[config.mk]
export PLATFORM = sky130hd
export DESIGN_NAME = atmos_light_ctrl
export DESIGN_NICKNAME = d
export VERILOG_FILES = /design/src/rtl/haze_pkg.sv /design/src/rtl/frame_geom_checker.sv /design/src/rtl/atmos_light_ctrl.sv
export SDC_FILE = /design/constraint.sdc
export NUM_CORES = 1
export LEC_CHECK = 0
export BUFFER_PORTS_ARGS = -buffer_cell sky130_fd_sc_hd__clkbuf_2
export CORE_UTILIZATION = 50
export DETAILED_ROUTE_END_ITERATION = 10
export HOLD_SLACK_MARGIN = 0.12
export PLACE_DENSITY_LB_ADDON = 0.3
export SLEW_MARGIN = 20
export SYNTH_ARGS = -nofsm -noshare
export SYNTH_HDL_FRONTEND = slang
export SYNTH_HIERARCHICAL = 1
export SYNTH_SLANG_ARGS = --single-unit
[constraint.sdc]
create_clock -name clk -period 5 [get_ports clk]
set_clock_uncertainty 0.15 [all_clocks]
set_input_delay 0.5 -clock clk [delete_from_list [all_inputs] [get_ports clk]]
set_output_delay 0.5 -clock clk [all_outputs]
set_load 0.02 [all_outputs]
[src/rtl/haze_pkg.sv]
// Shared definitions for the haze-removal pipeline: controller state
// encoding, atmospheric-light defaults/limits and the transmission floor.
package haze_pkg;

    typedef enum logic [1:0] {
        ST_IDLE   = 2'd0,
        ST_ACTIVE = 2'd1,
        ST_UPDATE = 2'd2
    } state_t;

    localparam logic [7:0] A_DEFAULT = 8'd220;
    localparam logic [7:0] A_MIN     = 8'd100;
    localparam logic [7:0] A_MAX     = 8'd240;
    localparam logic [7:0] TX_MIN    = 8'd26;

    function automatic logic [7:0] clamp8(input logic [7:0] v,
                                          input logic [7:0] lo,
                                          input logic [7:0] hi);
        if (v < lo)      return lo;
        else if (v > hi) return hi;
        else             return v;
    endfunction

endpackage

[src/rtl/frame_geom_checker.sv]
// Tracks line/pixel geometry of the dark-channel stream and flags any frame
// whose shape differs from IMG_WIDTH x IMG_HEIGHT.
module frame_geom_checker #(
    parameter int IMG_WIDTH  = 640,
    parameter int IMG_HEIGHT = 480
) (
    input  logic clk,
    input  logic rst_n,
    input  logic vsync,
    input  logic href,
    input  logic clken,
    input  logic clear,
    input  logic active,
    output logic rise,
    output logic fall,
    output logic pix_en,
    output logic bad
);

    logic        vs_d1;
    logic        hs_d1;
    logic        h_fall;
    logic        geom_bad;
    logic        open_line;
    logic [15:0] pix_cnt;
    logic [15:0] line_cnt;

    assign rise   = vsync & ~vs_d1;
    assign fall   = ~vsync & vs_d1;
    assign h_fall = ~href & hs_d1;
    assign pix_en = active & clken & href;

    // A line still open when vsync drops is judged here, one cycle later.
    assign bad = geom_bad
               | (line_cnt != 16'(IMG_HEIGHT))
               | (open_line & (pix_cnt != 16'(IMG_WIDTH)));

    always_ff @(posedge clk or negedge rst_n) begin
        if (!rst_n) begin
            vs_d1     <= 1'b1;
            hs_d1     <= 1'b0;
            geom_bad  <= 1'b0;
            open_line <= 1'b0;
            pix_cnt   <= '0;
            line_cnt  <= '0;
        end else begin
            vs_d1 <= vsync;
            hs_d1 <= href;
            if (clear) begin
                geom_bad  <= 1'b0;
                open_line <= 1'b0;
                pix_cnt   <= '0;
                line_cnt  <= '0;
            end else if (active) begin
                if (clken && href)
                    pix_cnt <= pix_cnt + 16'd1;
                if (h_fall) begin
                    if (pix_cnt != 16'(IMG_WIDTH))
                        geom_bad <= 1'b1;
                    line_cnt <= line_cnt + 16'd1;
                    pix_cnt  <= '0;
                end
                if (fall && href) begin
                    line_cnt  <= line_cnt + 16'd1;
                    open_line <= 1'b1;
                end
            end
        end
    end

endmodule

[src/rtl/atmos_light_ctrl.sv]
// Per-frame atmospheric-light estimator: peak of the dark channel, clamped,
// IIR-smoothed against the previous A and published once at frame end.
module atmos_light_ctrl
    import haze_pkg::*;
#(
    parameter int         IMG_WIDTH    = 640,
    parameter int         IMG_HEIGHT   = 480,
    parameter logic [7:0] A_DEFAULT    = haze_pkg::A_DEFAULT,
    parameter logic [7:0] A_MIN        = haze_pkg::A_MIN,
    parameter logic [7:0] A_MAX        = haze_pkg::A_MAX,
    parameter int         SMOOTH_SHIFT = 2
) (
    input  logic        clk,
    input  logic        rst_n,
    input  logic        dark_frame_vsync,
    input  logic        dark_frame_href,
    input  logic        dark_frame_clken,
    input  logic [7:0]  dark_img,
    input  logic        manual_en,
    input  logic [7:0]  manual_a,
    output logic [7:0]  post_A,
    output logic        a_valid,
    output logic        a_update,
    output logic        frame_err,
    output logic [15:0] frame_cnt
);

    localparam int AW = 9 + SMOOTH_SHIFT;

    state_t          state, state_nx;
    logic            clear;
    logic            rise, fall, pix_en, bad;
    logic [7:0]      max_r;
    logic [7:0]      cand;
    logic [7:0]      iir;
    logic [AW-1:0]   acc;

    frame_geom_checker #(
        .IMG_WIDTH  (IMG_WIDTH),
        .IMG_HEIGHT (IMG_HEIGHT)
    ) u_geom (
        .clk    (clk),
        .rst_n  (rst_n),
        .vsync  (dark_frame_vsync),
        .href   (dark_frame_href),
        .clken  (dark_frame_clken),
        .clear  (clear),
        .active (state == ST_ACTIVE),
        .rise   (rise),
        .fall   (fall),
        .pix_en (pix_en),
        .bad    (bad)
    );

    // (9+S)-bit sum cannot overflow: 255*(2^S-1) + 255 < 2^(9+S).
    assign cand = clamp8(max_r, A_MIN, A_MAX);
    assign acc  = AW'(post_A) * AW'((1 << SMOOTH_SHIFT) - 1) + AW'(cand);
    assign iir  = 8'(acc >> SMOOTH_SHIFT);

    always_ff @(posedge clk or negedge rst_n) begin
        if (!rst_n) state <= ST_IDLE;
        else        state <= state_nx;
    end

    always_comb begin
        state_nx = state;
        clear    = 1'b0;
        case (state)
            ST_IDLE: begin
                if (rise) begin
                    state_nx = ST_ACTIVE;
                    clear    = 1'b1;
                end
            end
            ST_ACTIVE: begin
                if (fall) state_nx = ST_UPDATE;
            end
            ST_UPDATE: begin
                // One-cycle blanking: the next frame starts straight from here.
                if (rise) begin
                    state_nx = ST_ACTIVE;
                    clear    = 1'b1;
                end else begin
                    state_nx = ST_IDLE;
                end
            end
            default: state_nx = ST_IDLE;
        endcase
    end

    always_ff @(posedge clk or negedge rst_n) begin
        if (!rst_n) begin
            max_r     <= '0;
            post_A    <= A_DEFAULT;
            a_valid   <= 1'b0;
            a_update  <= 1'b0;
            frame_err <= 1'b0;
            frame_cnt <= '0;
        end else begin
            a_update <= 1'b0;
            if (clear)
                max_r <= '0;
            else if (pix_en && (dark_img > max_r))
                max_r <= dark_img;

            if (state == ST_UPDATE) begin
                frame_cnt <= frame_cnt + 16'd1;
                if (manual_en) begin
                    post_A    <= manual_a;
                    a_valid   <= 1'b1;
                    a_update  <= 1'b1;
                    frame_err <= bad;
                end else if (bad) begin
                    frame_err <= 1'b1;
                end else begin
                    post_A    <= (!a_valid || SMOOTH_SHIFT == 0) ? cand : iir;
                    a_valid   <= 1'b1;
                    a_update  <= 1'b1;
                    frame_err <= 1'b0;
                end
            end
        end
    end

endmodule

==> results of run 1 <==
==> layout make-up <==
cell class,count,area (um2)
clock buffers,11,141
clock inverters,5,63.8
fillers,759,3690
inverters,27,101
multi-input cells,360,2540
flip-flops and latches,73,1830
well taps,108,135
repair buffers,49,253
==> how the worst min path moves through the flow <==
stage / from / end / slack, ns
3_5_place_dp: frame_cnt[15]$_DFFE_PN0P_ / frame_cnt[15]$_DFFE_PN0P_ / 0.32
6_report: rst_n / u_geom/line_cnt[6]$_DFFE_PN0P_ / 0.12
2_1_floorplan: rst_n / a_update$_DFF_PN0_ / 0.05
5_1_grt: rst_n / u_geom/line_cnt[6]$_DFFE_PN0P_ / 0.20
3_3_place_gp: frame_cnt[15]$_DFFE_PN0P_ / frame_cnt[15]$_DFFE_PN0P_ / 0.31
4_1_cts: rst_n / u_geom/line_cnt[6]$_DFFE_PN0P_ / 0.16
==> where the power goes <==
part | total, uW | switching (uW) | internal [uW]
clock | 487 | 239 | 248
combinational | 1040 | 595 | 445
sequential | 833 | 142 | 691
==> cells in the final DEF (no fill, tap or decap), types with 3 or more instances in the layout <==
cell and instances:
sky130_fd_sc_hd__a21oi_1 33, sky130_fd_sc_hd__and3_1 13, sky130_fd_sc_hd__clkbuf_2 47, sky130_fd_sc_hd__clkbuf_8 10, sky130_fd_sc_hd__dfrtp_1 67, sky130_fd_sc_hd__dfstp_2 6
sky130_fd_sc_hd__fa_1 8, sky130_fd_sc_hd__ha_1 20, sky130_fd_sc_hd__inv_1 26, sky130_fd_sc_hd__mux2_2 4, sky130_fd_sc_hd__mux2i_1 13, sky130_fd_sc_hd__nand2_1 52
sky130_fd_sc_hd__nand2b_1 6, sky130_fd_sc_hd__nand3_1 14, sky130_fd_sc_hd__nand4_1 11, sky130_fd_sc_hd__nor2_1 27, sky130_fd_sc_hd__nor2b_1 6, sky130_fd_sc_hd__nor3_1 3
sky130_fd_sc_hd__nor4_1 6, sky130_fd_sc_hd__o211ai_1 9, sky130_fd_sc_hd__o21a_1 5, sky130_fd_sc_hd__o21ai_0 24, sky130_fd_sc_hd__o31ai_1 14, sky130_fd_sc_hd__or3_1 10
sky130_fd_sc_hd__or4_1 13, sky130_fd_sc_hd__xnor2_1 12, sky130_fd_sc_hd__xor2_1 11
==> timing repair <==
item,CTS,global route
endpoints found under the setup margin,0,0
endpoints found under the hold margin,1,0
hold buffers,1,0
==> worst max-delay path, delay by kind of cell <==
| family | cells | cell delay (ns) |
|---|---|---|
| buffers and inverters | 3 | 1.58 |
| and+or+nand+nor | 4 | 1.33 |
| AOI/OAI and AO/OA | 2 | 0.47 |
==> state kept, by name (all words and copies together), names as in the netlist, 2 cells and up <==
signal	flops
max_r	8
post_A	8
state	2
frame_cnt	16
u_geom/pix_cnt	16
u_geom/line_cnt	16
==> stage by stage <==
step | worst slack [ns] | util | area (um2) | power (uW)
floorplan | 1.62 | - | 4560 | 1620
global placement | 1.37 | 0.553 | 4850 | 1860
detailed placement | 1.29 | 0.553 | 4850 | 1870
CTS | 1.16 | 0.578 | 5060 | 2370
global route | 0.919 | 0.579 | 5070 | 2540
finish | 1.24 | 0.579 | 5070 | 2360
==> kinds of logic after synthesis <==
kind of cell / share of synthesized area
simple gates: 0.224
mux: 0.0384
buf+inv: 0.0428
compound gates: 0.159
xor+xnor: 0.0441
fa+ha+maj: 0.0899
flops: 0.402
==> per-layer routing <==
layer,vias up,track usage,routed length (um),share of wire
met3,8,0.0324,232,0.024
li1,1813,-,-,-
met1,1809,0.289,4610,0.48
met2,52,0.356,4730,0.49
met4,0,0.0611,101,0.010
met5,-,0,0,0
==> impl_metrics.py, run 1 <==
metrics = {
    "power_and_ir_drop": {
        "static-leakage-power_uw": 0.00230,
        "vdd_ir_drop_max_mv": 0.199,
        "cellPowerDensity_mw_per_mm2": 465,
    },
    "sta": {
        "timing.final.crit_period_ns": 3.76,
        "grt_setup_unrepaired": "no",
        "timing.final.setup_violations": 0,
        "final_total_negative_setup_slack_ns": 0,
        "post-route-period-util": 0.752,
        "slew_at_the_pin_closest_to_its_max_slew_limit_ns": 1.04,
        "maxClockFrequency_mhz": 266,
        "slew_viol_final": 0,
        "slew_headroom": 0.304,
        "whs_ns": 0.122,
        "report.final.hold_viol_count": 0,
    },
    "cts": {
        "cts.root.buffer_cell": "sky130_fd_sc_hd__clkbuf_8",
        "clkSlewWorstSetupHoldPaths_ns": 0.09,
        "clock_tree_from_tritoncts": "done",
        "clock_sink_count": 73,
        "ctsLongestPathBuffers": 2,
        "cts.htree.levels": 3,
        "post-cts-setup-buffer-count": 0,
        "cts_resized": 0,
        "clk_latency_ns": 0.35,
        "tritoncts.num_buffers": 9,
    },
    "hold_path": {
        "type_of_the_worst_min_delay_path": "input pin to asynchronous set/reset pin",
    },
    "grt": {
        "grt_antenna_before_repair": 0,
        "gr-usage-all-layers": 0.213,
        "wire_length_of_the_first_global_routing_pass_mm": 16.5,
        "grt_max_degree": 74,
        "grt_pass1_vias": 3498,
        "grt_overflow": 0,
    },
    "synth": {
        "asyncSetResetFlopFracSynth": 1.00,
        "yosys.cell_count.top_type": "sky130_fd_sc_hd__dfrtp_1",
        "post_synth.cell_area_avg_um2": 9.57,
        "synth_top_cell_area_share": 0.367,
        "synth_sequential_area_ratio": 0.402,
        "dominantRegCellSynth": "sky130_fd_sc_hd__dfrtp_1",
        "nets_in_the_synthesized_netlist": 527,
        "number_of_synthesized_flops_with_an_enable_pin": 0,
        "mapped_cell_area_mm2": 0.00456,
        "synth-seq-cells": 73,
        "yosys.cell_types.count": 66,
        "synth.largest_area_cell": "sky130_fd_sc_hd__dfrtp_1",
        "netlist_instances": 477,
        "synthTopCellsByCount": "sky130_fd_sc_hd__dfrtp_1 (67), sky130_fd_sc_hd__nand2_1 (52), sky130_fd_sc_hd__a21oi_1 (33)",
        "ys_top_cells_by_area": "sky130_fd_sc_hd__dfrtp_1 (37%), sky130_fd_sc_hd__ha_1 (5.5%), sky130_fd_sc_hd__nand2_1 (4.3%)",
        "synth.yosys.warnings": 6,
    },
    "worst_setup_path": {
        "rr_worst_depth": 12,
        "critPathCaptureType": "flip-flop",
        "critical_path.slowest_cell": "sky130_fd_sc_hd__inv_1",
        "worstPathRequired_ns": 5.12,
        "critical_path.reg2reg.endpoint": "post_A[5]$_DFFE_PN0P_",
        "critical-path-max-stage-delay_ns": 0.90,
        "timing.critical_path.cells": "dlygate4sd3_1 -> clkbuf_2 -> nor2b_1 -> nand2b_1 -> inv_1 -> or2_2 -> o211ai_1 -> or4_1 -> a21oi_1",
        "worstSetupStartpoint": "dark_frame_vsync",
        "worst_setup_path_endpoint": "u_geom/pix_cnt[13]$_DFFE_PN0P_",
        "critical_path_arrival_ns": 3.88,
        "timing.critical_path.fanout_max": 34,
        "worst_setup_path_start_kind": "input pin",
        "r2r-start": "max_r[7]$_DFFE_PN0P_",
        "criticalPathCategory": "input pin to flip-flop",
        "r2r_setup_slack_ns": 1.27,
    },
    "die": {
        "ioPinCount": 49,
        "placement_rows": 34,
        "die-area_mm2": 0.00952,
        "die_w_um": 97.5,
        "core-area_mm2": 0.00876,
        "floorplan.die.height_um": 97.5,
        "floorplan.initialDensity": 0.521,
    },
    "route": {
        "ant_nets": 0,
        "first_pass_iteration_count_of_the_detailed_router": 4,
        "avgRoutedWirePerCell_um": 15.3,
        "totalWireLength_mm": 9.67,
        "vias_per_cell": 5.82,
        "drt_first_iter_violations": 144,
        "total_via_count_after_detailed_routing": 3682,
        "drc": 0,
    },
    "placed_design": {
        "dp_hpwl_mm": 6.90,
        "place.detailed.instances": 616,
        "numPortBuffers": 48,
        "weighted_congestion_reported_at_the_end_of_routability_driven_placement": 0.882,
    },
    "final_layout": {
        "drive_above_1_share": 0.170,
        "diodes": 0,
        "instances_no_fill": 633,
        "fin_nets": 570,
        "areaGrowthSynthToFinish_pct": 11.2,
    },
    "status": {
        "run_status": "finished clean",
    },
    "flow_run": {
        "max_cap_violations": 0,
    },
}
Power figures use the tool's default switching activity.
==> run 2: changes to the inputs <==
- clock period: 5 -> 3.2 ns (I/O delays scaled with it)
==> impl_metrics.py, run 2 (synthesis gave the netlist of run 1 again) <==
metrics = {
    "status": {
        "run_status": "complete, but fails checks",
        "violations": "setup timing",
    },
    "route": {
        "first_pass_iteration_count_of_the_detailed_router": 4,
        "totalWireLength_mm": 10.5,
        "ant_nets": 0,
        "drc": 0,
        "total_via_count_after_detailed_routing": 3853,
        "drt_first_iter_violations": 195,
        "avgRoutedWirePerCell_um": 15.8,
        "vias_per_cell": 5.81,
    },
    "cts": {
        "clk_latency_ns": 0.36,
        "clock_tree_from_tritoncts": "done",
        "tritoncts.num_buffers": 9,
        "cts.htree.levels": 3,
        "cts.root.buffer_cell": "sky130_fd_sc_hd__clkbuf_8",
        "ctsLongestPathBuffers": 2,
        "clkSlewWorstSetupHoldPaths_ns": 0.09,
        "clock_sink_count": 73,
    },
    "grt": {
        "wire_length_of_the_first_global_routing_pass_mm": 17.5,
        "grt_overflow": 0,
        "grt_antenna_before_repair": 0,
        "grt_max_degree": 74,
        "gr-usage-all-layers": 0.228,
        "grt_pass1_vias": 3684,
    },
    "worst_setup_path": {
        "r2r-start": "max_r[7]$_DFFE_PN0P_",
        "cpLargestDelayFamily": "simple AND/OR/NAND/NOR gates",
        "criticalPathCategory": "flip-flop to flip-flop",
        "timing.critical_path.fanout_max": 3,
        "critical_path_buf_inv_count": 0,
        "critical-path-max-stage-delay_ns": 0.54,
        "critPathCaptureType": "flip-flop",
        "r2r_setup_slack_ns": -0.02,
        "critical_path.slowest_cell": "sky130_fd_sc_hd__or4_4",
        "rr_worst_depth": 12,
        "worst_setup_path_start_kind": "flip-flop",
        "worstPathRequired_ns": 3.35,
        "critical_path.reg2reg.endpoint": "post_A[7]$_DFFE_PN1P_",
        "critical_path_arrival_ns": 3.37,
        "timing.critical_path.cells": "or4_4 -> and3_4 -> nand2_4 -> fa_1 -> and3b_2 -> nand4_4 -> fa_2 -> nand2b_4 -> a21oi_4 -> o21bai_1 -> and4b_1 -> o21ai_2",
    },
    "die": {
        "die_w_um": 97.5,
        "die-area_mm2": 0.00952,
        "floorplan.initialDensity": 0.521,
        "placement_rows": 34,
        "floorplan.die.height_um": 97.5,
        "ioPinCount": 49,
        "core-area_mm2": 0.00876,
    },
    "final_layout": {
        "areaGrowthSynthToFinish_pct": 18.0,
        "fin_nets": 600,
        "drive_above_1_share": 0.213,
        "diodes": 0,
        "layout.cells.most_common_list": "sky130_fd_sc_hd__dfrtp_1 (67), sky130_fd_sc_hd__nand2_1 (52), sky130_fd_sc_hd__clkbuf_2 (47), sky130_fd_sc_hd__a21oi_1 (32), sky130_fd_sc_hd__nor2_1 (27)",
        "instances_no_fill": 663,
        "layout_commonest_cell": "sky130_fd_sc_hd__dfrtp_1",
        "top_regs": "frame_cnt x16, u_geom/line_cnt x16, u_geom/pix_cnt x16",
    },
    "placed_design": {
        "weighted_congestion_reported_at_the_end_of_routability_driven_placement": 0.890,
        "dp_hpwl_mm": 7.32,
        "place.detailed.instances": 632,
        "numPortBuffers": 48,
        "dp_slack_ns": -0.0637,
    },
    "sta": {
        "final_total_negative_setup_slack_ns": -0.0207,
        "post-route-period-util": 1.01,
        "slew_at_the_pin_closest_to_its_max_slew_limit_ns": 0.943,
        "setup_ws_ns": -0.0207,
        "report.final.hold_viol_count": 0,
        "timing.final.crit_period_ns": 3.22,
        "grt_setup_unrepaired": "yes",
        "slew_headroom": 0.371,
        "slew_viol_final": 0,
        "maxClockFrequency_mhz": 310,
        "timing.final.setup_violations": 1,
    },
    "hold_path": {
        "launch_point_of_the_worst_hold_path": "manual_a[7]",
        "hold_depth": 4,
        "worst_hold_path.endpoint": "post_A[7]$_DFFE_PN1P_",
        "type_of_the_worst_min_delay_path": "input pin to flip-flop",
    },
    "power_and_ir_drop": {
        "static-leakage-power_uw": 0.00247,
        "vdd_ir_drop_max_mv": 0.440,
        "cellPowerDensity_mw_per_mm2": 740,
    },
    "flow_run": {
        "max_cap_violations": 0,
    },
}
[run 2: cell count changes in the layout (fill, tap and decap cells not counted), sizes merged]
cell and change:
clkinv -1, buf +18, dlygate4sd3 +12, clkinvlp -1, bufinv -1, clkbuf -2, inv +5
[run 2: per-stage QoR]
stage	power, uW	hold WS, ns	util	area [um2]
CTS	3880	0.134	0.608	5330
finish	3980	0.155	0.615	5390
global placement	3000	0.310	0.571	5000
floorplan	2570	-0.126	-	4580
detailed placement	3090	0.319	0.571	5000
global route	4280	0.173	0.615	5390
[run 2: what timing repair did]
item	4_1_cts	5_1_grt
gates cloned	0	0
buffers inserted	0	2
hold endpoints to repair	79	0
resized for setup	1	8
hold buffers	13	0
endpoints found under the setup margin	3	5
pin swaps	1	4
[run 2: worst reg2reg max path, stage by stage (launching register included)]
cell and delay (ns):
sky130_fd_sc_hd__dfrtp_1 0.39, sky130_fd_sc_hd__or4_4 0.54, sky130_fd_sc_hd__and3_4 0.18, sky130_fd_sc_hd__nand2_4 0.07
sky130_fd_sc_hd__fa_1 0.41, sky130_fd_sc_hd__and3b_2 0.27, sky130_fd_sc_hd__nand4_4 0.08, sky130_fd_sc_hd__fa_2 0.36
sky130_fd_sc_hd__nand2b_4 0.16, sky130_fd_sc_hd__a21oi_4 0.15, sky130_fd_sc_hd__o21bai_1 0.07, sky130_fd_sc_hd__and4b_1 0.19
sky130_fd_sc_hd__o21ai_2 0.14
[run 2: layer usage]
layer,global-route usage,share of wire,vias to the layer above
met5,0,0,-
met4,0.0814,0.019,0
met3,0.0496,0.046,18
met2,0.363,0.49,86
met1,0.307,0.44,1864
li1,-,-,1885
[run 2: final cells by class]
cell class	count	area, um2
fill	724	3380
multi-input combinational	360	2600
sequential	73	1830
timing repair buffer	79	520
tap	108	135
clock buffer	9	124
inverter	27	101
clock inverter	7	68.8
[run 2: worst max-delay path by stage]
stage                             to            startpoint  cells after the start
2_1_floorplan  post_A[5]$_DFFE_PN0P_  max_r[4]$_DFFE_PN0P_                     12
3_3_place_gp   post_A[3]$_DFFE_PN1P_  max_r[7]$_DFFE_PN0P_                     13
3_5_place_dp   post_A[5]$_DFFE_PN0P_  max_r[7]$_DFFE_PN0P_                     12
4_1_cts        post_A[5]$_DFFE_PN0P_  max_r[7]$_DFFE_PN0P_                     12
5_1_grt        post_A[3]$_DFFE_PN1P_  max_r[7]$_DFFE_PN0P_                     13
6_report       post_A[7]$_DFFE_PN1P_  max_r[7]$_DFFE_PN0P_                     12
[run 2: report_power, final]
group	total (uW)	internal (uW)	switching [uW]
Clock	731	307	424
Sequential	1290	1080	210
Combinational	1960	882	1080
Total	3980	2270	1720
==> run 3: changes to the inputs <==
- SYNTH_HIERARCHICAL: 1 -> unset
==> impl_metrics.py, run 3 <==
metrics = {
    "grt": {
        "grt_pass1_vias": 3425,
        "grt_antenna_before_repair": 0,
        "gr-usage-all-layers": 0.223,
        "wire_length_of_the_first_global_routing_pass_mm": 15.6,
        "grt_max_degree": 74,
        "grt_overflow": 0,
    },
    "synth": {
        "synth-seq-cells": 73,
        "yosys.cell_types.count": 57,
        "mapped_cell_area_mm2": 0.00435,
        "yosys.cell_count.top_type": "sky130_fd_sc_hd__dfrtp_1",
        "synth.yosys.warnings": 0,
        "post_synth.cell_area_avg_um2": 9.71,
        "ys_top_cells_by_area": "sky130_fd_sc_hd__dfrtp_1 (39%), sky130_fd_sc_hd__ha_1 (5.8%), sky130_fd_sc_hd__xnor2_1 (5.2%)",
        "synth_top_cell_area_share": 0.385,
        "synthTopCellsByCount": "sky130_fd_sc_hd__dfrtp_1 (67), sky130_fd_sc_hd__nor2_1 (58), sky130_fd_sc_hd__nand2_1 (29)",
        "synth.largest_area_cell": "sky130_fd_sc_hd__dfrtp_1",
        "dominantRegCellSynth": "sky130_fd_sc_hd__dfrtp_1",
        "synth_sequential_area_ratio": 0.422,
        "asyncSetResetFlopFracSynth": 1.00,
        "number_of_synthesized_flops_with_an_enable_pin": 0,
        "nets_in_the_synthesized_netlist": 498,
        "netlist_instances": 448,
    },
    "cts": {
        "clk_latency_ns": 0.35,
        "ctsLongestPathBuffers": 2,
        "tritoncts.num_buffers": 9,
        "clkSlewWorstSetupHoldPaths_ns": 0.09,
        "cts.root.buffer_cell": "sky130_fd_sc_hd__clkbuf_8",
        "clock_tree_from_tritoncts": "done",
        "cts.htree.levels": 3,
        "clock_sink_count": 73,
    },
    "worst_setup_path": {
        "critical_path_buf_inv_count": 1,
        "timing.critical_path.cells": "inv_2 -> a31oi_1 -> o211ai_1 -> fa_1 -> and3b_2 -> nand4_4 -> fa_2 -> nor2b_1 -> o21ai_1 -> nand2b_1 -> xnor2_1 -> o21ai_1 -> mux2_2",
        "timing.critical_path.fanout_max": 5,
        "criticalPathCategory": "flip-flop to flip-flop",
        "critical_path.slowest_cell": "sky130_fd_sc_hd__fa_1",
        "critical_path.most_common_cell": "sky130_fd_sc_hd__o21ai_1",
        "cpLargestDelayFamily": "adder cells",
        "worst_setup_path_start_kind": "flip-flop",
        "worstPathRequired_ns": 3.33,
        "critical_path_arrival_ns": 3.30,
        "critPathCaptureType": "flip-flop",
        "critical-path-max-stage-delay_ns": 0.45,
    },
    "final_layout": {
        "drive_above_1_share": 0.237,
        "instances_no_fill": 633,
        "layout_commonest_cell": "sky130_fd_sc_hd__dfrtp_1",
        "top_regs": "frame_cnt x16, u_geom.line_cnt x16, u_geom.pix_cnt x16",
        "diodes": 0,
        "areaGrowthSynthToFinish_pct": 18.6,
        "layout.cells.most_common_list": "sky130_fd_sc_hd__dfrtp_1 (64), sky130_fd_sc_hd__nor2_1 (58), sky130_fd_sc_hd__clkbuf_2 (47), sky130_fd_sc_hd__nand2_1 (28), sky130_fd_sc_hd__xnor2_1 (26)",
        "finalInstanceArea_mm2": 0.00516,
        "fin_nets": 573,
    },
    "die": {
        "floorplan.initialDensity": 0.524,
        "die_w_um": 95.3,
        "die-area_mm2": 0.00908,
        "placement_rows": 33,
        "ioPinCount": 49,
        "floorplan.die.height_um": 95.3,
        "core-area_mm2": 0.00830,
    },
    "sta": {
        "slew_viol_final": 0,
        "setup_ws_ns": 0.0273,
        "grt_setup_unrepaired": "yes",
        "report.final.hold_viol_count": 0,
        "timing.final.crit_period_ns": 3.17,
        "slew_at_the_pin_closest_to_its_max_slew_limit_ns": 0.920,
        "timing.final.setup_violations": 0,
        "maxClockFrequency_mhz": 315,
        "post-route-period-util": 0.991,
        "slew_headroom": 0.387,
    },
    "hold_path": {
        "type_of_the_worst_min_delay_path": "input pin to flip-flop",
    },
    "route": {
        "total_via_count_after_detailed_routing": 3533,
        "avgRoutedWirePerCell_um": 14.6,
        "drc": 0,
        "ant_nets": 0,
        "totalWireLength_mm": 9.27,
        "first_pass_iteration_count_of_the_detailed_router": 4,
        "drt_first_iter_violations": 169,
        "vias_per_cell": 5.58,
    },
    "placed_design": {
        "placed_cell_area_mm2": 0.00473,
        "dp_slack_ns": -0.00669,
        "numPortBuffers": 48,
        "weighted_congestion_reported_at_the_end_of_routability_driven_placement": 0.882,
        "place.detailed.instances": 600,
        "dp_hpwl_mm": 6.49,
    },
    "status": {
        "run_status": "finished clean",
    },
    "power_and_ir_drop": {
        "vdd_ir_drop_max_mv": 0.475,
        "cellPowerDensity_mw_per_mm2": 793,
        "static-leakage-power_uw": 0.00232,
    },
    "flow_run": {
        "max_cap_violations": 0,
    },
}
==> run 3: area by class of cell <==
type                       instances  area (um2)
fill                             702        3140
timing repair buffer              74         470
clock inverter                     7         104
tap                              105         131
sequential                        73        1840
multi-input combinational        337        2390
inverter                          28         105
clock buffer                       9         124
==> run 3: worst min-delay path, stage by stage <==
cell and delay, ns:
sky130_fd_sc_hd__clkbuf_2 0.08, sky130_fd_sc_hd__o21ai_0 0.13, sky130_fd_sc_hd__a21oi_1 0.07
==> run 3: cells by family (layout without fill, tap and decap cells) <==
group,after synthesis,in the layout,synth area share
xor+xnor,43,43,0.0865
mux,15,15,0.0388
simple gates,174,174,0.209
compound gates,77,77,0.112
fa+ha+maj,28,28,0.0943
flops,73,73,0.422
buf+inv,38,118,0.0382
==> run 3: timing repair <==
item                       in CTS  in global routing
pin swaps                       3                  6
setup buffers                   1                  3
resized for setup               3                 13
setup endpoints to repair       1                  4
hold endpoints to repair       79                  0
hold buffers                   13                  0
==> run 3: path summary, 6_finish.rpt <==
path                                      startpoint                       endpoint  slack (ns)  depth (start not counted)
max in group asynchronous                      rst_n           max_r[7]$_DFFE_PN0P_        1.75                          2
hold / removal                           manual_a[0]          post_A[0]$_DFFE_PN0P_        0.13                          3
hold reg to reg            frame_cnt[15]$_DFFE_PN0P_      frame_cnt[15]$_DFFE_PN0P_        0.32                          1
setup reg to reg                max_r[2]$_DFFE_PN0P_          post_A[3]$_DFFE_PN1P_        0.03                         13
min in group asynchronous                      rst_n  u_geom.pix_cnt[4]$_DFFE_PN0P_        0.49                          2
setup / recovery                max_r[2]$_DFFE_PN0P_          post_A[3]$_DFFE_PN1P_        0.03                         13
==> run 3: metal layers <==
layer  global-route usage  vias up  routed length, um
met5                    0        -                  0
met4               0.0846        0                 89
met3               0.0375        6                304
met2                0.371       68               4540
met1                0.290     1740               4330
li1                     -     1719                  -
==> run 3: power breakdown <==
group,switching [uW],internal (uW)
Combinational,1050,898
Sequential,226,1100
Clock,377,447
Total,1650,2440
==> run 3: metrics by stage <==
stage                      TNS, ns  utilization  total power (uW)  hold WS (ns)
after floorplan                  0            -              2660        -0.126
after CTS                        0        0.615              3990         0.126
after global routing        -0.187        0.622              4420         0.198
after detailed placement  -0.00669        0.570              3130         0.308
final                            0        0.622              4100         0.129
after global placement           0        0.570              3060         0.305
